<file path="config.mk">
export PLATFORM = sky130hd
export DESIGN_NAME = io_port_arbiter
export DESIGN_NICKNAME = d
export VERILOG_FILES = /design/src/rtl/io_arb_pkg.sv /design/src/rtl/rr_arbiter2.sv /design/src/rtl/io_port_arbiter.sv
export SDC_FILE = /design/constraint.sdc
export NUM_CORES = 1
export LEC_CHECK = 0
export BUFFER_PORTS_ARGS = -buffer_cell sky130_fd_sc_hd__buf_2
export CORE_AREA = 4 4 119 121
export CTS_CLUSTER_SIZE = 8
export DETAILED_ROUTE_END_ITERATION = 7
export DIE_AREA = 0 0 123 125
export HOLD_SLACK_MARGIN = 0.1
export PLACE_DENSITY = 0.6
export SLEW_MARGIN = 20
export SYNTH_ARGS = -nofsm -noshare
export SYNTH_HDL_FRONTEND = slang
export SYNTH_SLANG_ARGS = --single-unit
export TNS_END_PERCENT = 20
</file>
<file path="constraint.sdc">
create_clock -name clk -period 2.95 [get_ports clk]
set_input_delay 0.4425 -clock clk [delete_from_list [all_inputs] [get_ports clk]]
set_output_delay 0.4425 -clock clk [all_outputs]
set_load 0.01 [all_outputs]
</file>
<file path="src/rtl/io_arb_pkg.sv">
// Shared definitions for the IO port arbiter: lock FSM encoding and the
// UART status/data window addresses.
package io_arb_pkg;

    typedef enum logic [1:0] {
        UNLOCKED = 2'd0,
        LOCKED0  = 2'd1,
        LOCKED1  = 2'd2
    } arb_state_t;

    localparam logic [31:0] IO_WIN_ADDR0 = 32'h8000_0000;
    localparam logic [31:0] IO_WIN_ADDR1 = 32'h8000_0004;
    localparam logic [31:0] IO_WIN_ADDR2 = 32'h8000_0008;
    localparam logic [31:0] IO_WIN_ADDR3 = 32'h8000_000C;

endpackage

</file>
<file path="src/rtl/rr_arbiter2.sv">
// Pure 2-way round-robin grant: requests outside the mask are ignored, and a
// tie between eligible requesters goes to the one selected by prio.
module rr_arbiter2 (
    input  logic [1:0] req,
    input  logic       prio,
    input  logic [1:0] mask,
    output logic [1:0] gnt
);

    logic [1:0] eligible;

    assign eligible = req & mask;

    always_comb begin
        gnt = eligible;
        if (&eligible) begin
            gnt = prio ? 2'b10 : 2'b01;
        end
    end

endmodule

</file>
<file path="src/rtl/io_port_arbiter.sv">
// Shares the single memory-mapped IO port between the core data port (r0) and
// the debug/loader port (r1), with optional locking and a lock watchdog.
module io_port_arbiter
    import io_arb_pkg::*;
#(
    parameter int WORD_WIDTH_IN_BIT = 32,
    parameter int LOCK_TIMEOUT      = 64,
    parameter int TIMEOUT_CNT_WIDTH = 7
) (
    input  logic                         clk,
    input  logic                         reset,
    input  logic                         r0_req,
    input  logic                         r0_lock,
    input  logic [3:0]                   r0_we,
    input  logic [31:0]                  r0_addr,
    input  logic [WORD_WIDTH_IN_BIT-1:0] r0_wdata,
    output logic                         r0_gnt,
    output logic                         r0_rvalid,
    output logic [WORD_WIDTH_IN_BIT-1:0] r0_rdata,
    input  logic                         r1_req,
    input  logic                         r1_lock,
    input  logic [3:0]                   r1_we,
    input  logic [31:0]                  r1_addr,
    input  logic [WORD_WIDTH_IN_BIT-1:0] r1_wdata,
    output logic                         r1_gnt,
    output logic                         r1_rvalid,
    output logic [WORD_WIDTH_IN_BIT-1:0] r1_rdata,
    output logic                         io_en,
    output logic [3:0]                   io_we,
    output logic [31:0]                  io_addr,
    output logic [WORD_WIDTH_IN_BIT-1:0] io_din,
    input  logic [WORD_WIDTH_IN_BIT-1:0] io_dout,
    output logic [1:0]                   lock_owner,
    output logic                         lock_expired
);

    localparam logic [TIMEOUT_CNT_WIDTH-1:0] CNT_LIMIT = TIMEOUT_CNT_WIDTH'(LOCK_TIMEOUT - 1);

    arb_state_t                   state_reg, state_next;
    logic                         prio_reg, prio_next;
    logic [TIMEOUT_CNT_WIDTH-1:0] count_reg, count_next;
    logic [1:0]                   resp_owner_reg;

    logic [1:0] req, lock, mask, arb_gnt, gnt, owner_onehot, rvalid;
    logic       owner_req, owner_lock, owner_idx, expire;
    logic [WORD_WIDTH_IN_BIT-1:0] rdata [2];

    assign req  = {r1_req, r0_req};
    assign lock = {r1_lock, r0_lock};

    rr_arbiter2 u_rr_arbiter2 (
        .req  (req),
        .prio (prio_reg),
        .mask (mask),
        .gnt  (arb_gnt)
    );

    // Grants are suppressed combinationally so nothing reaches the IO port in reset.
    assign gnt    = reset ? arb_gnt : 2'b00;
    assign r0_gnt = gnt[0];
    assign r1_gnt = gnt[1];

    always_ff @(posedge clk) begin
        if (!reset) begin
            state_reg      <= UNLOCKED;
            prio_reg       <= 1'b0;
            count_reg      <= '0;
            resp_owner_reg <= 2'b00;
        end else begin
            state_reg      <= state_next;
            prio_reg       <= prio_next;
            count_reg      <= count_next;
            resp_owner_reg <= gnt;
        end
    end

    always_comb begin
        state_next = state_reg;
        prio_next  = prio_reg;
        count_next = count_reg;
        if (|gnt) begin
            prio_next = ~gnt[1];
        end
        case (state_reg)
            LOCKED0, LOCKED1: begin
                if (owner_req) begin
                    count_next = '0;
                    if (!owner_lock) begin
                        state_next = UNLOCKED;
                    end
                end else if (expire) begin
                    state_next = UNLOCKED;
                    prio_next  = ~owner_idx;
                    count_next = '0;
                end else begin
                    count_next = count_reg + 1'b1;
                end
            end
            default: begin
                state_next = UNLOCKED;
                count_next = '0;
                if (gnt[0] && lock[0]) begin
                    state_next = LOCKED0;
                end else if (gnt[1] && lock[1]) begin
                    state_next = LOCKED1;
                end
            end
        endcase
    end

    always_comb begin
        mask         = 2'b11;
        owner_onehot = 2'b00;
        case (state_reg)
            LOCKED0: begin
                mask         = 2'b01;
                owner_onehot = 2'b01;
            end
            LOCKED1: begin
                mask         = 2'b10;
                owner_onehot = 2'b10;
            end
            default: ;
        endcase
    end

    assign owner_idx    = owner_onehot[1];
    assign owner_req    = |(req & owner_onehot);
    assign owner_lock   = |(lock & owner_onehot);
    assign expire       = (|owner_onehot) && !owner_req && (count_reg == CNT_LIMIT);
    assign lock_expired = reset && expire;
    assign lock_owner   = reset ? owner_onehot : 2'b00;

    assign io_en   = |gnt;
    assign io_we   = gnt[1] ? r1_we : (gnt[0] ? r0_we : 4'h0);
    assign io_addr = gnt[1] ? r1_addr : r0_addr;
    assign io_din  = gnt[1] ? r1_wdata : r0_wdata;

    // A response still in flight when reset drops is discarded, not delivered.
    genvar gi;
    generate
        for (gi = 0; gi < 2; gi++) begin : g_resp
            assign rvalid[gi] = reset & resp_owner_reg[gi];
            assign rdata[gi]  = rvalid[gi] ? io_dout : '0;
        end
    endgenerate

    assign r0_rvalid = rvalid[0];
    assign r1_rvalid = rvalid[1];
    assign r0_rdata  = rdata[0];
    assign r1_rdata  = rdata[1];

endmodule
</file>
==> results of run 1 <==
## placed cells by master, fill, tap and decap left out, drive strengths merged, types with 2 or more instances in the layout
master,instances
o21ai,2
xnor2,2
nand3,3
nor2b,2
nand2,7
a22o,4
ha,4
and2,4
and3,64
buf,318
nor2,10
diode,2
dfxtp,12
nand4,2
clkbuf,4
o311a,2
xor2,2
a21oi,3
mux2,64
inv,4
## stage by stage
stage                     setup WS, ns  hold WS [ns]  std cells  instance area, um^2
after floorplan                  0.855         0.410        223                 2150
after global placement           0.508         0.425        695                 3860
after detailed placement         0.471         0.429        695                 3860
after CTS                        0.196         0.437        699                 3950
after global routing            0.0761         0.474        701                 3960
final                            0.216         0.436        701                 3960
## critical path: stages, from the launching register on
cell and delay, ns:
dfxtp_1 0.36, inv_1 0.06, ha_1 0.21, and2b_1 0.30, o311a_4 0.40, buf_12 0.23
mux2_4 0.32, buf_2 0.15
## layout make-up
class | count | area, um^2
Fill cell | 1384 | 9130
Antenna cell | 2 | 5.00
Multi-Input combinational cell | 185 | 1750
Tap cell | 176 | 220
Sequential cell | 12 | 240
Timing Repair Buffer | 318 | 1640
Inverter | 4 | 15.0
Clock buffer | 4 | 88.8
## synth_stat cells, drive strengths merged
| cell | number |
|---|---|
| a21boi | 1 |
| a21oi | 3 |
| a221oi | 1 |
| a22o | 4 |
| a22oi | 1 |
| a311o | 1 |
| and2 | 4 |
| and2b | 1 |
| and3 | 64 |
| and4 | 1 |
| buf | 9 |
| clkbuf | 13 |
| dfxtp | 12 |
| ha | 4 |
| inv | 4 |
| mux2 | 64 |
| nand2 | 7 |
| nand3 | 3 |
| nand3b | 1 |
| nand4 | 2 |
| nand4b | 1 |
| nor2 | 10 |
| nor2b | 2 |
| nor3 | 1 |
| o21a | 1 |
| o21ai | 2 |
| o311a | 2 |
| xnor2 | 2 |
| xor2 | 2 |
## logic make-up (layout without fill, tap and decap cells)
family	after synthesis	after routing	synth area share
XOR/XNOR	4	4	0.0163
other	0	2	0
multiplexers	64	64	0.446
buffers and inverters	26	326	0.0836
AO/OA/AOI/OAI	16	16	0.0563
flip-flops	12	12	0.111
AND/OR/NAND/NOR	97	97	0.263
adder cells (fa/ha/maj)	4	4	0.0232
## where the power goes
| group | switching, mW | internal, mW | total, mW |
|---|---|---|---|
| logic | 0.209 | 0.285 | 0.494 |
| registers | 0.0156 | 0.167 | 0.182 |
| clock network | 0.0694 | 0.204 | 0.274 |
| total | 0.294 | 0.656 | 0.950 |
## routing by layer
layer | part of all wire | wire [um] | up-vias | track usage
met5 | 0 | 0 | - | 0
met4 | 0.013 | 146 | 0 | 0.0202
met3 | 0.094 | 1070 | 10 | 0.0271
met2 | 0.51 | 5770 | 155 | 0.233
met1 | 0.39 | 4410 | 1339 | 0.167
li1 | - | - | 1428 | -
## worst max path at each step
stage / startpoint / to / slack (ns) / cells after the start
3_5_place_dp: state_reg[1] / io_addr[11] / 0.47 / 7
3_3_place_gp: state_reg[1] / io_addr[26] / 0.51 / 7
6_report: state_reg[1] / io_addr[11] / 0.22 / 7
5_1_grt: state_reg[1] / io_addr[11] / 0.08 / 7
4_1_cts: state_reg[1] / io_addr[11] / 0.20 / 7
2_1_floorplan: state_reg[1] / io_din[27] / 0.86 / 7
==> impl_metrics.json, run 1 <==
{
  "cp_max_fo": 21,
  "min_from": "count_reg[6]",
  "cts_tree": "yes",
  "yosysSeqAreaShare": 0.111,
  "slew_headroom": 0.352,
  "wire_per_inst_um": 16.3,
  "die_y_um": 125,
  "antenna_found_initial": 2,
  "ys_seq_elements": 12,
  "ant_nets": 0,
  "synth_area_um2": 2150,
  "cts_buffers": 3,
  "coreArea_um2": 13100,
  "r2r_start": "state_reg[0]",
  "grt_pass1_wl_um": 16100,
  "drc": 0,
  "hold_viol": 0,
  "area_growth_syn_to_layout_pct": 83.6,
  "grt_start_max_net_pins": 78,
  "r2r_end": "prio_reg",
  "post-route-util": 0.302,
  "place_congestion": 0.852,
  "final_layout_size_suffix_gt1_frac": 0.742,
  "hold-path-endpoint": "count_reg[6]",
  "first_iter_violations": 110,
  "clockBufferDepth": 2,
  "num_vias": 2932,
  "ys_types": 32,
  "reg2reg_slack_ns": 1.02,
  "fp.dieW_um": 123,
  "viasPerCell": 4.18,
  "setup_violations": 0,
  "htreeDepth": 1,
  "arrival_ns": 2.29,
  "cts_resized": 0,
  "portBuffers": 313,
  "clock-sinks": 12,
  "power_leakage_nw": 2.49,
  "num_io_pins": 314,
  "synth_top_cell_by_area": "mux2_4",
  "clkSlewWorstSetupHoldPaths_ns": 0.04,
  "nNetsFinal": 702,
  "netlist_top_cells_area": "mux2_4 45%, and3_1 19%, dfxtp_1 11%, buf_8 4.2%, ha_1 2.3%",
  "grt_pass1_vias": 2744,
  "dp_hpwl_um": 9960,
  "cts_hold_buf": 0,
  "die_area_um2": 15400,
  "clock_latency_ns": 0.24,
  "hold_depth": 2,
  "drt_wl_total_um": 11400,
  "r2r.worst_path.cells": 6,
  "initial_core_util": 0.165,
  "cts-root-buf": "clkbuf_16",
  "power.total_uw": 950,
  "grt_setup_unrepaired": "no",
  "cp-end-kind": "primary output",
  "clock.fmax_mhz": 366,
  "period_needed_ns": 2.73,
  "grt-ovfl-total": 0,
  "fin_setup_tns_ns": 0,
  "ir_worst_vdd_uv": 144,
  "yosys.area.top_type_share": 0.446,
  "cts_setup_buffers": 0,
  "largest_register_ff_count": 7,
  "rows": 42,
  "crit_type": "flip-flop to primary output",
  "outcome": "complete, no violations",
  "syn_inst": 223,
  "min_period_over_period": 0.927,
  "finClkSkew_ns": 0.000973,
  "maxSlewViolCount": 0,
  "synth_nets": 401,
  "tightest_slew_ns": 0.971,
  "max_cap_violations": 0,
  "power_density_nw_per_um2": 240,
  "syn_avg_cell_area_um2": 9.66,
  "grt_usage": 0.132,
  "yosysWarnings": 0,
  "first_pass_iters": 6,
  "cp.required_ns": 2.51,
  "min_path_type": "flip-flop to flip-flop",
  "startpoint_type": "flip-flop"
}
Power figures use the tool's default switching activity.
==> run 2: changes to the inputs <==
--- a/config.mk
+++ b/config.mk
@@ -6,12 +6,14 @@
 export NUM_CORES = 1
 export LEC_CHECK = 0
 export BUFFER_PORTS_ARGS = -buffer_cell sky130_fd_sc_hd__buf_2
+export CELL_PAD_IN_SITES_DETAIL_PLACEMENT = 0
+export CELL_PAD_IN_SITES_GLOBAL_PLACEMENT = 1
 export CORE_AREA = 4 4 119 121
 export CTS_CLUSTER_SIZE = 8
 export DETAILED_ROUTE_END_ITERATION = 7
 export DIE_AREA = 0 0 123 125
 export HOLD_SLACK_MARGIN = 0.1
-export PLACE_DENSITY = 0.6
+export PLACE_DENSITY = 0.83
 export SLEW_MARGIN = 20
 export SYNTH_ARGS = -nofsm -noshare
 export SYNTH_HDL_FRONTEND = slang
==> run 2 against run 1 <==
  * Critical path depth unchanged
  * Register-to-register slack got worse by 0.02 ns
  * Worst hold slack got worse by 0.0061 ns
  * Largest cell class unchanged
  * Clock power decreased by 12%
  * Clock-buffer cell count decreased by 1
  * Fmax decreased by 1.1%
  * Utilization decreased by 0.24 points
==> impl_metrics.json, run 2 (synthesis results as in run 1) <==
{
  "outcome": "complete, no violations",
  "r2r_end": "prio_reg",
  "pre_cts_ws_ns": 0.429,
  "die_area_um2": 15400,
  "clock-sinks": 12,
  "ir_worst_vdd_uv": 234,
  "num_vias": 2845,
  "drc": 0,
  "grt_usage": 0.134,
  "finClkSkew_ns": 0.000510,
  "power_leakage_nw": 2.48,
  "power.total_uw": 919,
  "antenna_found_initial": 2,
  "min_path_type": "flip-flop to flip-flop",
  "die_y_um": 125,
  "portBuffers": 313,
  "rows": 42,
  "ant_nets": 0,
  "first_pass_iters": 4,
  "cts_setup_buffers": 0,
  "drt_wl_total_um": 11900,
  "tightest_slew_ns": 0.996,
  "min_from": "count_reg[6]",
  "largest_register_ff_count": 7,
  "grt_setup_unrepaired": "no",
  "final_common_cell": "buf_2",
  "clockBufferDepth": 2,
  "startpoint_type": "flip-flop",
  "cts_hold_buf": 0,
  "clkSlewWorstSetupHoldPaths_ns": 0.04,
  "power_density_nw_per_um2": 234,
  "r2r.worst_path.cells": 7,
  "reg2reg_slack_ns": 1.00,
  "maxSlewViolCount": 0,
  "slew_headroom": 0.335,
  "cts-root-buf": "clkbuf_16",
  "crit_slowest_cell": "dfxtp_1",
  "max_stage_delay_ns": 0.37,
  "coreArea_um2": 13100,
  "grt-ovfl-total": 0,
  "cp_cell_sequence": "inv_1, ha_1, and2b_1, o311a_4, buf_4, mux2_4, buf_2",
  "initial_core_util": 0.165,
  "hold-path-endpoint": "count_reg[6]",
  "grt_start_max_net_pins": 78,
  "viasPerCell": 4.06,
  "fin_setup_tns_ns": 0,
  "path_buf_inv": 3,
  "clock_latency_ns": 0.23,
  "hold_viol": 0,
  "cts_buffers": 3,
  "cts_resized": 0,
  "first_iter_violations": 83,
  "clock.fmax_mhz": 362,
  "wire_per_inst_um": 17.0,
  "num_io_pins": 314,
  "holdWs_ns": 0.430,
  "period_needed_ns": 2.77,
  "hold_depth": 2,
  "htreeDepth": 1,
  "min_period_over_period": 0.937,
  "cp_max_fo": 16,
  "multiInputGateArea_um2": 1750,
  "arrival_ns": 2.32,
  "fin_ws_ns": 0.185,
  "fillCellCount": 1423,
  "layout_common_cells": "313 x buf_2, 64 x and3_1, 64 x mux2_4",
  "nNetsFinal": 703,
  "max_cap_violations": 0,
  "cp-end-kind": "primary output",
  "area_growth_syn_to_layout_pct": 82.2,
  "place_congestion": 0.888,
  "path_delay_family": "buffers and inverters",
  "crit_type": "flip-flop to primary output",
  "setup_violations": 0,
  "post-route-util": 0.300,
  "final_layout_size_suffix_gt1_frac": 0.742,
  "dp_hpwl_um": 10500,
  "r2r_start": "state_reg[1]",
  "fp.dieW_um": 123,
  "grt_pass1_vias": 2725,
  "seq_area_um2": 240,
  "grt_pass1_wl_um": 16200,
  "cts_tree": "yes",
  "cp.required_ns": 2.51
}
-- run 2: cell count changes in the layout (fill, tap and decap cells not counted), sizes merged --
| cell | change |
|---|---|
| buf | +1 |
| clkbuf | -1 |
-- run 2: metrics by stage --
| step | std cells | cell area (um^2) |
|---|---|---|
| 5_1_grt | 701 | 3930 |
| 4_1_cts | 699 | 3920 |
| 3_3_place_gp | 696 | 3840 |
| 2_1_floorplan | 223 | 2150 |
| 3_5_place_dp | 696 | 3840 |
| 6_report | 701 | 3930 |
-- run 2: report_power, final --
part           leakage [nW]  switching [mW]  total [mW]  internal (mW)
sequential           0.0975          0.0151       0.182          0.167
clock                0.0370          0.0650       0.241          0.176
combinational          2.35           0.213       0.495          0.282
-- run 2: area by class of cell --
cell class | instances | area share
antenna | 2 | 0.00128
clock buffer | 3 | 0.0191
inverter | 4 | 0.00383
multi-input combinational | 185 | 0.445
sequential | 12 | 0.0612
tap | 176 | 0.0561
timing repair buffer | 319 | 0.414
-- run 2: worst max path at each step --
stage	start	end	slack [ns]	cells after the start
6_report	state_reg[1]	io_addr[29]	0.18	7
2_1_floorplan	state_reg[1]	io_din[27]	0.86	7
3_5_place_dp	state_reg[1]	io_din[4]	0.43	7
5_1_grt	state_reg[1]	io_addr[29]	0.09	7
4_1_cts	state_reg[1]	io_din[4]	0.18	7
3_3_place_gp	state_reg[1]	io_din[4]	0.49	7
-- run 2: worst min-delay path: cells and delay by family, from the launching register on --
kind / cells / cell delay [ns]
DFF: 1 / 0.30
and+or+nand+nor: 2 / 0.08
-- run 2: metal layers --
metal / wire length (um) / track usage / up-vias
li1: - / - / 1427
met1: 4790 / 0.167 / 1293
met2: 6130 / 0.248 / 117
met3: 837 / 0.0185 / 8
met4: 130 / 0.0202 / 0
met5: 0 / 0 / -
==> run 3: changes to the inputs <==
--- a/config.mk
+++ b/config.mk
@@ -8,12 +8,12 @@
 export BUFFER_PORTS_ARGS = -buffer_cell sky130_fd_sc_hd__buf_2
 export CELL_PAD_IN_SITES_DETAIL_PLACEMENT = 0
 export CELL_PAD_IN_SITES_GLOBAL_PLACEMENT = 1
-export CORE_AREA = 4 4 119 121
+export CORE_AREA = 4 4 121 123
 export CTS_CLUSTER_SIZE = 8
 export DETAILED_ROUTE_END_ITERATION = 7
-export DIE_AREA = 0 0 123 125
+export DIE_AREA = 0 0 125 127
 export HOLD_SLACK_MARGIN = 0.1
-export PLACE_DENSITY = 0.83
+export PLACE_DENSITY = 0.84
 export SLEW_MARGIN = 20
 export SYNTH_ARGS = -nofsm -noshare
 export SYNTH_HDL_FRONTEND = slang
==> constraint.sdc (replaced) <==
create_clock -name clk -period 2.5 [get_ports clk]
set_input_delay 0.375 -clock clk [delete_from_list [all_inputs] [get_ports clk]]
set_output_delay 0.375 -clock clk [all_outputs]
set_load 0.01 [all_outputs]
==> run 3 against run 2 <==
  * Flip-flop and latch count unchanged
  * First-iteration DRC count shrank 1.2%
  * Global-route usage fell by 0.40 points
  * Clock skew up 0.0028 ns
  * Clock power grew 19%
  * Largest cell class unchanged
  * Routed wire length shrank 3.0%
  * Register-to-register slack got worse by 0.30 ns
  * Worst hold slack lost 0.017 ns
  * Via count is 1.5% higher
  * Sequential power rose by 10%
==> impl_metrics.json, run 3 (synthesis results as in run 1) <==
{
  "hold_viol": 0,
  "fp.dieW_um": 125,
  "clockBufferDepth": 2,
  "place_congestion": 0.826,
  "largest_register_ff_count": 7,
  "path_buf_inv": 3,
  "route.met3.wl_um": 950,
  "cp.required_ns": 2.12,
  "rows": 43,
  "met1Wirelength_um": 4500,
  "min_path_type": "input pin to flip-flop",
  "nNetsFinal": 704,
  "num_vias": 2889,
  "highest_layer": "met5",
  "min_period_over_period": 0.980,
  "path_delay_family": "buffers and inverters",
  "cts_hold_buf": 0,
  "grt_start_max_net_pins": 74,
  "num_antenna_cells": 0,
  "placed_cells": 701,
  "cts-root-buf": "clkbuf_16",
  "coreArea_um2": 13700,
  "first_iter_violations": 82,
  "clock_latency_ns": 0.24,
  "grt_usage": 0.130,
  "crit_type": "flip-flop to primary output",
  "cts_setup_buffers": 0,
  "die_y_um": 127,
  "antenna_found_initial": 1,
  "clock-sinks": 12,
  "max_stage_delay_ns": 0.34,
  "final_cells": 704,
  "routed-wl-met2_um": 5970,
  "die_area_um2": 15900,
  "setup_violations": 0,
  "crit_slowest_cell": "dfxtp_2",
  "post-route-util": 0.290,
  "stdcell_area_um2": 3960,
  "cts_tree": "yes",
  "arrival_ns": 2.07,
  "max_cap_violations": 0,
  "cp_max_fo": 39,
  "cts_buffers": 3,
  "grt-ovfl-total": 0,
  "first_pass_iters": 4,
  "htreeDepth": 1,
  "maxSlewViolCount": 0,
  "viasPerCell": 4.10,
  "grt_setup_unrepaired": "yes",
  "final_common_cell": "buf_2",
  "cp-end-kind": "primary output",
  "dp_hpwl_um": 10200,
  "power_leakage_nw": 2.50,
  "clock.fmax_mhz": 408,
  "grt_pass1_wl_um": 16500,
  "area_growth_syn_to_layout_pct": 84.0,
  "clkSlewWorstSetupHoldPaths_ns": 0.04,
  "final_layout_size_suffix_gt1_frac": 0.748,
  "finClkSkew_ns": 0.00330,
  "tightest_slew_ns": 0.537,
  "slew_headroom": 0.642,
  "initial_core_util": 0.158,
  "power_density_nw_per_um2": 276,
  "startpoint_type": "flip-flop",
  "layout_common_cells": "312 x buf_2, 64 x and3_1, 64 x mux2_4",
  "grt_pass1_vias": 2817,
  "period_needed_ns": 2.45,
  "ir_worst_vdd_uv": 176,
  "drc": 0,
  "placed_cell_area_um2": 3870,
  "ant_nets": 0,
  "num_io_pins": 314,
  "portBuffers": 313,
  "drt_wl_total_um": 11500,
  "outcome": "complete, no violations",
  "wire_per_inst_um": 16.4,
  "cp_cell_sequence": "inv_1, ha_2, and2b_2, o311a_4, buf_16, mux2_4, buf_2",
  "power.total_mw": 1.09
}
run 3: report_power, final:
part	internal [mW]	switching [mW]	leakage, nW
combinational	0.339	0.267	2.36
sequential	0.197	0.00385	0.0980
clock	0.208	0.0777	0.0370
run 3: worst register-to-register path: stages, from the launching register on:
cell,delay (ns)
dfxtp_1,0.36
inv_1,0.08
ha_1,0.25
o311a_4,0.44
buf_12,0.19
a311o_1,0.29
a21boi_1,0.13
run 3: area by class of cell:
| type | instances | area, um^2 |
|---|---|---|
| Clock buffer | 3 | 75.1 |
| Inverter | 4 | 15.0 |
| Tap cell | 180 | 225 |
| Fill cell | 1491 | 9700 |
| Timing Repair Buffer | 320 | 1660 |
| Multi-Input combinational cell | 185 | 1750 |
| Sequential cell | 12 | 241 |
run 3: through the flow:
| stage | setup TNS, ns | hold WS (ns) | setup slack, ns |
|---|---|---|---|
| floorplan | 0 | 0.410 | 0.473 |
| global placement | 0 | 0.417 | 0.230 |
| detailed placement | 0 | 0.424 | 0.188 |
| CTS | 0 | 0.415 | 0.0166 |
| global route | -0.111 | 0.448 | -0.0133 |
| finish | 0 | 0.413 | 0.0507 |
run 3: worst paths after layout:
check	start	endpoint	slack, ns	cells after the start
worst min register to register	count_reg[6]	count_reg[6]	0.43	2
worst max-delay path	state_reg[1]	io_din[24]	0.05	7
worst min-delay path	r0_lock	state_reg[0]	0.41	3
worst max register to register	state_reg[0]	prio_reg	0.70	6
run 3: routing by layer:
layer,GRT usage,vias up
met3,0.0330,9
li1,-,1423
met1,0.155,1303
met5,0,-
met4,0.0204,2
met2,0.241,152
run 3: timing repair:
action	CTS	global route
cloned	0	0
gates resized for setup	3	2
endpoints found under the setup margin	51	47
endpoints found under the hold margin	0	0
